`src/rtl/traffic_light_pkg.sv`:
```
// Shared encodings for the traffic-light monitor: phases, light patterns,
// error codes and the 7-segment glyph table.
package traffic_light_pkg;

   typedef enum logic [2:0] {
      PH_SYNC        = 3'd0,
      PH_RED         = 3'd1,
      PH_RED_YELLOW  = 3'd2,
      PH_GREEN       = 3'd3,
      PH_GREEN_BLINK = 3'd4,
      PH_YELLOW      = 3'd5
   } phase_e;

   // lights_in is {green, yellow, red}
   typedef enum logic [2:0] {
      PAT_OFF = 3'b000,
      PAT_R   = 3'b001,
      PAT_Y   = 3'b010,
      PAT_RY  = 3'b011,
      PAT_G   = 3'b100
   } pat_e;

   typedef enum logic [2:0] {
      ERR_NONE         = 3'd0,
      ERR_ILLEGAL      = 3'd1,
      ERR_EARLY        = 3'd2,
      ERR_LATE         = 3'd3,
      ERR_WRONG_NEXT   = 3'd4,
      ERR_SEG_MISMATCH = 3'd5,
      ERR_SEG_INVALID  = 3'd6
   } err_e;

   // Segments ordered g..a, active-high
   function automatic logic [6:0] digit_glyph(input logic [3:0] d);
      logic [6:0] g;
      case (d)
         4'd0:    g = 7'b0111111;
         4'd1:    g = 7'b0000110;
         4'd2:    g = 7'b1011011;
         4'd3:    g = 7'b1001111;
         4'd4:    g = 7'b1100110;
         4'd5:    g = 7'b1101101;
         4'd6:    g = 7'b1111101;
         4'd7:    g = 7'b0000111;
         4'd8:    g = 7'b1111111;
         4'd9:    g = 7'b1101111;
         default: g = 7'b0000000;
      endcase
      return g;
   endfunction

endpackage

```
`src/rtl/seg7_decoder.sv`:
```
// Combinational 7-segment to BCD decode; non-glyph patterns give digit 0
// with valid low.
module seg7_decoder
   import traffic_light_pkg::*;
(
   input  logic [6:0] seg,
   output logic [3:0] digit,
   output logic       valid
);

   always_comb begin
      digit = 4'd0;
      valid = 1'b0;
      for (int i = 0; i < 10; i++) begin
         if (seg == digit_glyph(4'(i))) begin
            digit = 4'(i);
            valid = 1'b1;
         end
      end
   end

endmodule

```
`src/rtl/traffic_light_monitor.sv`:
```
// Passive checker on the traffic-light controller pins: locks onto the phase
// sequence, checks phase lengths and the countdown display, latches the first error.
module traffic_light_monitor
   import traffic_light_pkg::*;
#(
   parameter int RED_CYC    = 10,
   parameter int RY_CYC     = 4,
   parameter int GREEN_CYC  = 10,
   parameter int GBLINK_CYC = 6,
   parameter int YELLOW_CYC = 4
) (
   input  logic       clk,
   input  logic       rst_n,
   input  logic [2:0] lights_in,
   input  logic [6:0] seg_in,
   input  logic       err_clr,
   output logic [2:0] phase,
   output logic       locked,
   output logic [3:0] digit,
   output logic       digit_valid,
   output logic [7:0] cycles,
   output logic       err,
   output logic [2:0] err_code
);

   localparam logic [3:0] RED_L    = 4'(RED_CYC);
   localparam logic [3:0] RY_L     = 4'(RY_CYC);
   localparam logic [3:0] GREEN_L  = 4'(GREEN_CYC);
   localparam logic [3:0] GBLINK_L = 4'(GBLINK_CYC);
   localparam logic [3:0] YELLOW_L = 4'(YELLOW_CYC);

   phase_e     phase_q, phase_d;
   logic [3:0] n_q, n_d;
   logic [7:0] cycles_q, cycles_d;
   logic       err_q, err_d;
   logic [2:0] err_code_q, err_code_d;
   logic [3:0] digit_q;
   logic       digit_valid_q;

   logic [3:0] dec_digit;
   logic       dec_valid;

   pat_e       stay_pat, exit_pat;
   phase_e     next_ph;
   logic [3:0] lim, n_inc, exp_digit;
   logic       pat_legal, is_stay, is_exit, at_lim;
   err_e       err_new;
   logic       any_err;

   seg7_decoder u_dec (
      .seg   (seg_in),
      .digit (dec_digit),
      .valid (dec_valid)
   );

   // Per-phase expectations: the pattern that extends the phase, the one that ends it
   always_comb begin
      stay_pat = PAT_R;
      exit_pat = PAT_RY;
      lim      = RED_L;
      next_ph  = PH_RED_YELLOW;
      n_inc    = n_q + 4'd1;
      case (phase_q)
         PH_RED_YELLOW: begin
            stay_pat = PAT_RY;  exit_pat = PAT_G;   lim = RY_L;     next_ph = PH_GREEN;
         end
         PH_GREEN: begin
            stay_pat = PAT_G;   exit_pat = PAT_OFF; lim = GREEN_L;  next_ph = PH_GREEN_BLINK;
         end
         PH_GREEN_BLINK: begin
            stay_pat = n_inc[0] ? PAT_OFF : PAT_G;
            exit_pat = PAT_Y;   lim = GBLINK_L;     next_ph = PH_YELLOW;
         end
         PH_YELLOW: begin
            stay_pat = PAT_Y;   exit_pat = PAT_R;   lim = YELLOW_L; next_ph = PH_RED;
         end
         default: ;
      endcase

      pat_legal = lights_in inside {PAT_OFF, PAT_R, PAT_Y, PAT_RY, PAT_G};
      is_stay   = (lights_in == stay_pat);
      is_exit   = (lights_in == exit_pat);
      at_lim    = (n_q == lim);

      // Red counts down to 0 against the run count this sample produces
      exp_digit = 4'd0;
      if (lights_in == PAT_R)
         exp_digit = (phase_q == PH_RED) ? RED_L - n_inc : RED_L - 4'd1;

      err_new = ERR_NONE;
      if (!pat_legal)                        err_new = ERR_ILLEGAL;
      else if (is_exit && !at_lim)           err_new = ERR_EARLY;
      else if (is_stay && at_lim)            err_new = ERR_LATE;
      else if (!is_stay && !is_exit)         err_new = ERR_WRONG_NEXT;
      else if (dec_digit != exp_digit)       err_new = ERR_SEG_MISMATCH;
      else if (!dec_valid)                   err_new = ERR_SEG_INVALID;
      any_err = (phase_q != PH_SYNC) && (err_new != ERR_NONE);
   end

   always_comb begin
      phase_d    = phase_q;
      n_d        = n_q;
      cycles_d   = cycles_q;
      err_d      = err_q;
      err_code_d = err_code_q;

      if (phase_q == PH_SYNC) begin
         if (lights_in == PAT_R && dec_valid && dec_digit == RED_L - 4'd1) begin
            phase_d = PH_RED;
            n_d     = 4'd1;
         end
      end else if (any_err) begin
         phase_d = PH_SYNC;
         n_d     = 4'd0;
      end else if (is_stay) begin
         n_d = n_inc;
      end else begin
         phase_d = next_ph;
         n_d     = 4'd1;
         if (phase_q == PH_YELLOW)
            cycles_d = cycles_q + 8'd1;
      end

      if (err_clr) begin
         err_d      = 1'b0;
         err_code_d = 3'd0;
      end
      // A fresh error beats a same-cycle clear; otherwise the first code sticks
      if (any_err) begin
         err_d = 1'b1;
         if (!err_q || err_clr)
            err_code_d = err_new;
      end
   end

   always_ff @(posedge clk) begin
      if (!rst_n) begin
         phase_q       <= PH_SYNC;
         n_q           <= 4'd0;
         cycles_q      <= 8'd0;
         err_q         <= 1'b0;
         err_code_q    <= 3'd0;
         digit_q       <= 4'd0;
         digit_valid_q <= 1'b0;
      end else begin
         phase_q       <= phase_d;
         n_q           <= n_d;
         cycles_q      <= cycles_d;
         err_q         <= err_d;
         err_code_q    <= err_code_d;
         digit_q       <= dec_digit;
         digit_valid_q <= dec_valid;
      end
   end

   assign phase       = phase_q;
   assign locked      = (phase_q != PH_SYNC);
   assign digit       = digit_q;
   assign digit_valid = digit_valid_q;
   assign cycles      = cycles_q;
   assign err         = err_q;
   assign err_code    = err_code_q;

endmodule

```
`config.mk`:
```
export PLATFORM = sky130hd
export DESIGN_NAME = traffic_light_monitor
export DESIGN_NICKNAME = d
export VERILOG_FILES = /design/src/rtl/traffic_light_pkg.sv /design/src/rtl/seg7_decoder.sv /design/src/rtl/traffic_light_monitor.sv
export SDC_FILE = /design/constraint.sdc
export NUM_CORES = 1
export LEC_CHECK = 0
export CAP_MARGIN = 20
export CORE_MARGIN = 3
export CORE_UTILIZATION = 50
export CTS_CLUSTER_SIZE = 10
export DETAILED_ROUTE_END_ITERATION = 10
export HOLD_SLACK_MARGIN = 0.06
export PLACE_DENSITY = 0.79
export SYNTH_ARGS = -nofsm -noshare
export SYNTH_HDL_FRONTEND = slang
export SYNTH_SLANG_ARGS = --single-unit
```
`constraint.sdc`:
```
create_clock -name clk -period 9.3 [get_ports clk]
set_clock_uncertainty 0.2 [all_clocks]
set_input_delay 1.86 -clock clk [delete_from_list [all_inputs] [get_ports clk]]
set_output_delay 1.86 -clock clk [all_outputs]
set_load 0.02 [all_outputs]
```
# Yosys cells after proc, flatten, opt, wreduce, memory -nomap -nowiden
# Index checks and enable logic that the tools add are counted.
totals:
  output_inout_bits: 21
  register_bits: 24
  word_cells: 104
op_classes:
  addsub: 3
  muxes: 45
  bitwise: 3
  eq_ne: 26
  reduce_logical: 20
ops:
  columns: ["cell", "n"]
  rows:
  - ["3-bit 2-to-1 mux", 18]
  - ["7-bit equality test (second input constant)", 7]
  - ["3-bit one-hot mux with 4 select lines", 3]
  - ["4-bit 2-to-1 mux", 8]
  - ["7-bit by 3-bit equality test with 1-bit output (second input constant)", 2]
  - ["1-bit 2-to-1 mux", 13]
  - ["3-bit by 2-bit equality test with 1-bit output (second input constant)", 4]
  - ["3-bit equality test (second input constant)", 3]
  - ["8-bit by 1-bit adder with 8-bit output (second input constant)", 1]
  - ["4-bit one-hot mux with 2 select lines", 1]
  - ["7-bit by 6-bit equality test with 1-bit output (second input constant)", 1]
  - ["3-bit by 1-bit equality test with 1-bit output (second input constant)", 2]
  - ["3-bit equality test", 2]
  - ["1-bit logical AND", 6]
  - ["3-bit zero test", 2]
  - ["3-bit nonzero test", 2]
  - ["5-bit nonzero test", 1]
  - ["4-bit by 1-bit adder with 4-bit output (second input constant)", 1]
  - ["4-bit equality test", 1]
  - ["4-bit equality test (second input constant)", 1]
  - ["1-bit zero test", 4]
  - ["2-bit 2-to-1 mux", 2]
  - ["4-bit inequality test", 1]
  - ["4-bit AND reduction", 1]
  - ["8 further kinds", 10]

# Depth between registers and ports, before layout
logic_depth:
  depth_word: 21
  depth_mapped: 12
  mapped_depth_nobuf: 10

# By module
# A second synthesis with hierarchy kept.
hier_totals:
  cells_unflattened: 231
  hier_area_um2: 1900.6
by_module_without_submodules:
  columns: ["module", "seq_area_each_um2", "area_each_um2", "cells_each", "n_inst"]
  rows:
  - ["traffic_light_monitor", 480.5, 1720.4, 208, 1]
  - ["seg7_decoder", 0.0, 180.2, 23, 1]

# Worst setup path after synthesis
# Ideal clock, no wire load.
synth_path:
  path_kind: "input -> register"
  from: "input seg_in[5]"
  to: "register cycles_q[7] (netlist: cycles[7])"
  setup_slack_ns: 5.030
  arrival_ns: 4.000
  cell_stages: 8
  t_required_ns: 9.030
  path_buffers: 1
  path_cell_list: "buf_6 -> or4b_4 -> a21oi_1 -> xor2_1 -> nor4_4 -> nand4_2 -> or4_1 -> a21oi_1"
synth_via:
  elab_chain_len: 21
synth_lines:
  columns: ["item", "line", "source"]
  rows:
  - ["from (decl)", "traffic_light_monitor.sv:15", "input logic [6:0] seg_in,"]
  - ["7-bit by 6-bit equality test with 1-bit output", "seg7_decoder.sv:15", "if (seg == digit_glyph(4'(i))) begin"]
  - ["1-bit 2-to-1 mux (10 in series)", "seg7_decoder.sv:15", null]
  - ["3-bit 2-to-1 mux", "traffic_light_monitor.sv:96", "else if (!dec_valid) err_new = ERR_SEG_INVALID;"]
  - ["3-bit 2-to-1 mux *", "traffic_light_monitor.sv:95", "else if (dec_digit != exp_digit) err_new = ERR_SEG_MISMATCH;"]
  - ["3-bit 2-to-1 mux *", "traffic_light_monitor.sv:94", "else if (!is_stay && !is_exit) err_new = ERR_WRONG_NEXT;"]
  - ["3-bit 2-to-1 mux *", "traffic_light_monitor.sv:93", "else if (is_stay && at_lim) err_new = ERR_LATE;"]
  - ["3-bit 2-to-1 mux *", "traffic_light_monitor.sv:92", "else if (is_exit && !at_lim) err_new = ERR_EARLY;"]
  - ["3-bit 2-to-1 mux *", "traffic_light_monitor.sv:91", "if (!pat_legal) err_new = ERR_ILLEGAL;"]
  - ["3-bit nonzero test *", "traffic_light_monitor.sv:97", "any_err = (phase_q != PH_SYNC) && (err_new != ERR_NONE);"]
  - ["1-bit logical AND *", "traffic_light_monitor.sv:97", null]
  - ["1-bit inverter (no source line) *", null, null]
  - ["4-bit AND reduction (no source line) *", null, null]
  - ["to (signal assigned)", "traffic_light_monitor.sv:148", "cycles_q <= cycles_d;"]
  - ["to (decl)", "traffic_light_monitor.sv:34", "logic [7:0] cycles_q, cycles_d;"]
# Mark *: on every way between the ends. The rest lies on a longest branch, timed or not.
# A chain may end at the register's enable or synchronous reset.

# Worst setup path after layout
layout_path:
  from: "input lights_in[1]"
  to: "register err_code_q[0] (netlist: err_code[0])"
layout_via:
  elab_chain_len: 11
layout_lines:
  columns: ["item", "line", "source"]
  rows:
  - ["from (decl)", "traffic_light_monitor.sv:14", "input logic [2:0] lights_in,"]
  - ["3-bit by 1-bit equality test with 1-bit output", "traffic_light_monitor.sv:80, traffic_light_monitor.sv:87", null]
  - ["4-bit 2-to-1 mux", "traffic_light_monitor.sv:87", "if (lights_in == PAT_R)"]
  - ["4-bit inequality test", "traffic_light_monitor.sv:95", null]
  - ["3-bit 2-to-1 mux", "traffic_light_monitor.sv:95", null]
  - ["3-bit 2-to-1 mux", "traffic_light_monitor.sv:94", null]
  - ["3-bit 2-to-1 mux", "traffic_light_monitor.sv:93", null]
  - ["3-bit 2-to-1 mux", "traffic_light_monitor.sv:92", null]
  - ["3-bit 2-to-1 mux *", "traffic_light_monitor.sv:91", null]
  - ["3-bit nonzero test", "traffic_light_monitor.sv:97", null]
  - ["1-bit logical AND", "traffic_light_monitor.sv:97", null]
  - ["3-bit 2-to-1 mux *", "traffic_light_monitor.sv:129", "if (any_err) begin"]
  - ["to (signal assigned)", "traffic_light_monitor.sv:150", "err_code_q <= err_code_d;"]
  - ["to (decl)", "traffic_light_monitor.sv:36", "logic [2:0] err_code_q, err_code_d;"]
# Marked as above.

==> flow_summary.toml <==
[sta]
fin_crit_sh = 0.5160
hold_violations = 0
worstMarginPinSlew_ps = 796.7
min_period_ps = 4798
setup_viol = 0
slew_viol_final = 0
fin_tns_setup_ps = 0
rsz0062_at_grt = "false"
whs_ps = 289.5
fmax_ghz = 0.2084
max_slew_margin = 0.4648

[synthesis]
synth.cell_area_mm2 = 0.001959
ys_warn_count = 0
synth_largest_area_cell = "dfxtp_1"
ys_types = 66
synth-async-reset-ratio = 0
synth_edf_count = 0
synth.net_count = 254
ys_seq_elements = 24
yosys_most_used_dff = "dfxtp_1"
yosysSeqAreaShare = 0.2452
synthTopCellsByArea = "dfxtp_1 25%, a21oi_1 3.6%, nor2_1 3.4%"
netlist_instances = 238
postSynthAreaPerCell_um2 = 8.233
netlist.area_leader.share = 0.2452

[critical_path]
cp_num_cells = 9
reg2reg_slack_ps = 6010
crit_path_cell_trace = "clkdlybuf4s50_1 -> and3b_1 -> o311ai_0 -> o21ai_0 -> o21ai_0 -> mux2i_1 -> a211oi_1 -> nor4b_1 -> a31o_2"
cp-endpoint = "err_code[0]$_SDFF_PN0_"
slowest_stage = "clkdlybuf4s50_1"
max_stage_delay_ps = 710
reg2reg_depth = 8
required_ps = 9270
r2r_end = "n_q[0]$_SDFFE_PN0P_"
cp.arrival_ps = 4770
path_class = "input pin to flop"
crit_top_cell = "o21ai_0"
end_kind = "flop"
path_buf_inv = 1
start_kind = "input pin"
worstPathMaxFanout = 14
r2r-start = "phase[0]$_SDFFE_PN0P_"
critPathLaunch = "lights_in[1]"
path_delay_family = "compound AO/OA/AOI/OAI gates"

[placed_design]
gp_congestion = 0.8942
dp.final_hpwl_um = 3303
io_buffers = 33

[final_layout]
most-common-layout-cells = "33 x clkdlybuf4s50_1, 24 x dfxtp_1, 18 x nor2_1, 14 x a21oi_1, 13 x nand3_1"
syn_to_final_growth_pct = 18.33
multiInputGateArea_mm2 = 0.001346
final_common_cell = "clkdlybuf4s50_1"
drive_gt1_frac = 0.09962
seq_area_um2 = 480.5
post-route-util = 0.6239
n_antenna_cell = 0
layout.nets = 278
fillers = 334

[clocking]
cts_setup_buffers = 0
cts_resized = 0
clk_pin_slew_ps = 90
htreeDepth = 1
cts_sinks = 24
hold_buffers = 0
clock_path_buffers = 2
clk-insertion-delay-late_ps = 270
clockRootBuffer = "clkbuf_8"
cts_buffers = 3
cts_tree = "done"

[die]
core_area_mm2 = 0.003716
die-area_mm2 = 0.004706
ios = 34
dieWidth_um = 68.60
rows = 22
initial_core_util = 0.5273
fp.dieH_um = 68.60

[detailed_routing]
routedWlPerCell_um = 14.75
drt_pre_antenna_iters = 4
viasPerCell = 6.058
ant_nets = 0
drcViolationCount = 0
wl_um = 4558
first_iter_violations = 149
vias = 1872

[power_and_ir_drop]
fin_total_pwr_uw = 224.5
powerDensity_mw_per_mm2 = 96.81
p_leak_nw = 0.8211
ir_drop_mv = 0.04853

[grt]
grt_overflow = 0
grt_util_all_layers = 0.2076
grt_pass1_vias = 1668
grt_max_degree = 21
grt_pass1_wl_um = 7624
antenna_found_initial = 0

[run]
maxCapViolCount = 0

[hold_path]
hp-class = "flop to flop"

[status]
run_status = "finished clean"
==> power breakdown <==
| group | internal [mW] | leakage [nW] | switching [mW] | total (mW) |
|---|---|---|---|---|
| combinational | 0.0128 | 0.592 | 0.0161 | 0.0288 |
| sequential | 0.103 | 0.193 | 0.0000855 | 0.103 |
| clock | 0.0576 | 0.0357 | 0.0350 | 0.0926 |
| total | 0.173 | 0.821 | 0.0512 | 0.224 |
==> flip-flops by register name (all words and copies together) (netlist names) <==
| signal | cells |
|---|---|
| err | 1 |
| n_q | 4 |
| digit | 4 |
| digit_valid | 1 |
| cycles | 8 |
| phase | 3 |
| err_code | 3 |
==> metrics by stage <==
step                      instances  worst slack, ps  cell area [µm²]
after floorplan                 238             5030             1959
after global placement          305             4252             2247
after detailed placement        305             4197             2247
after CTS                       309             4495             2318
after global routing            309             4123             2318
final                           309             4502             2318
==> layout make-up <==
| class | instances | area share |
|---|---|---|
| repair buffers | 34 | 0.1457 |
| clock inverters | 1 | 0.01295 |
| clock buffers | 3 | 0.01781 |
| flip-flops and latches | 24 | 0.2072 |
| inverters | 6 | 0.009714 |
| well taps | 48 | 0.02590 |
| multi-input cells | 193 | 0.5807 |
==> metal layers <==
layer  global-route usage  up-vias  routed length, µm
met5                    0        -                  0
li1                     -      944                  -
met3              0.02107        9                235
met4              0.05211        0                 91
met1               0.2954      864               2127
met2               0.3325       55               2104
==> worst min-delay path by stage <==
stage | endpoint | cells after the start | slack [ps] | startpoint
final | cycles[7]$_SDFFE_PN0P_ | 2 | 290 | cycles[7]$_SDFFE_PN0P_
after global routing | err_code[1]$_SDFF_PN0_ | 2 | 310 | err_code[1]$_SDFF_PN0_
after CTS | err_code[1]$_SDFF_PN0_ | 2 | 290 | err_code[1]$_SDFF_PN0_
after detailed placement | err_code[1]$_SDFF_PN0_ | 2 | 270 | err_code[1]$_SDFF_PN0_
after global placement | err_code[1]$_SDFF_PN0_ | 2 | 270 | err_code[1]$_SDFF_PN0_
after floorplan | n_q[1]$_SDFFE_PN0P_ | 2 | 310 | n_q[1]$_SDFFE_PN0P_
==> worst min-delay path: cells and delay by family (launching register included) <==
family         cells  cell delay, ps
flip-flops         1             330
AO/OA/AOI/OAI      2             120
==> synth_stat cells (3+ instances only) <==
cell and instances:
nor2_1 18, nor2b_1 7, nor4_1 3, nand3b_1 5, nand2b_1 4, xnor2_1 4, a31oi_1 3, or3_1 3
and3_1 3, nor4bb_1 3, nand3_1 13, o21ai_0 11, o21ai_1 3, and2_1 3, a21oi_1 14, a211oi_1 3
ha_1 3, buf_2 3, clkbuf_1 5, buf_6 3, xor2_1 5, o211a_1 3, mux2i_1 4, nand4_1 6
inv_1 6, nand2_1 11, a211o_1 3, dfxtp_1 24, nor3b_1 5, nor3_1 5
==> logic make-up (layout without fill, tap and decap cells) <==
logic type	count (synthesis)	count (layout)	synth area share
AOI/OAI and AO/OA	60	60	0.2050
adders and majority gates	3	3	0.01916
muxes	5	5	0.02618
xor gates and xnor gates	10	10	0.05172
DFF	24	24	0.2452
and+or+nand+nor	115	115	0.3851
buffers and inverters	21	44	0.06768
(Power assumes the default switching activity.)
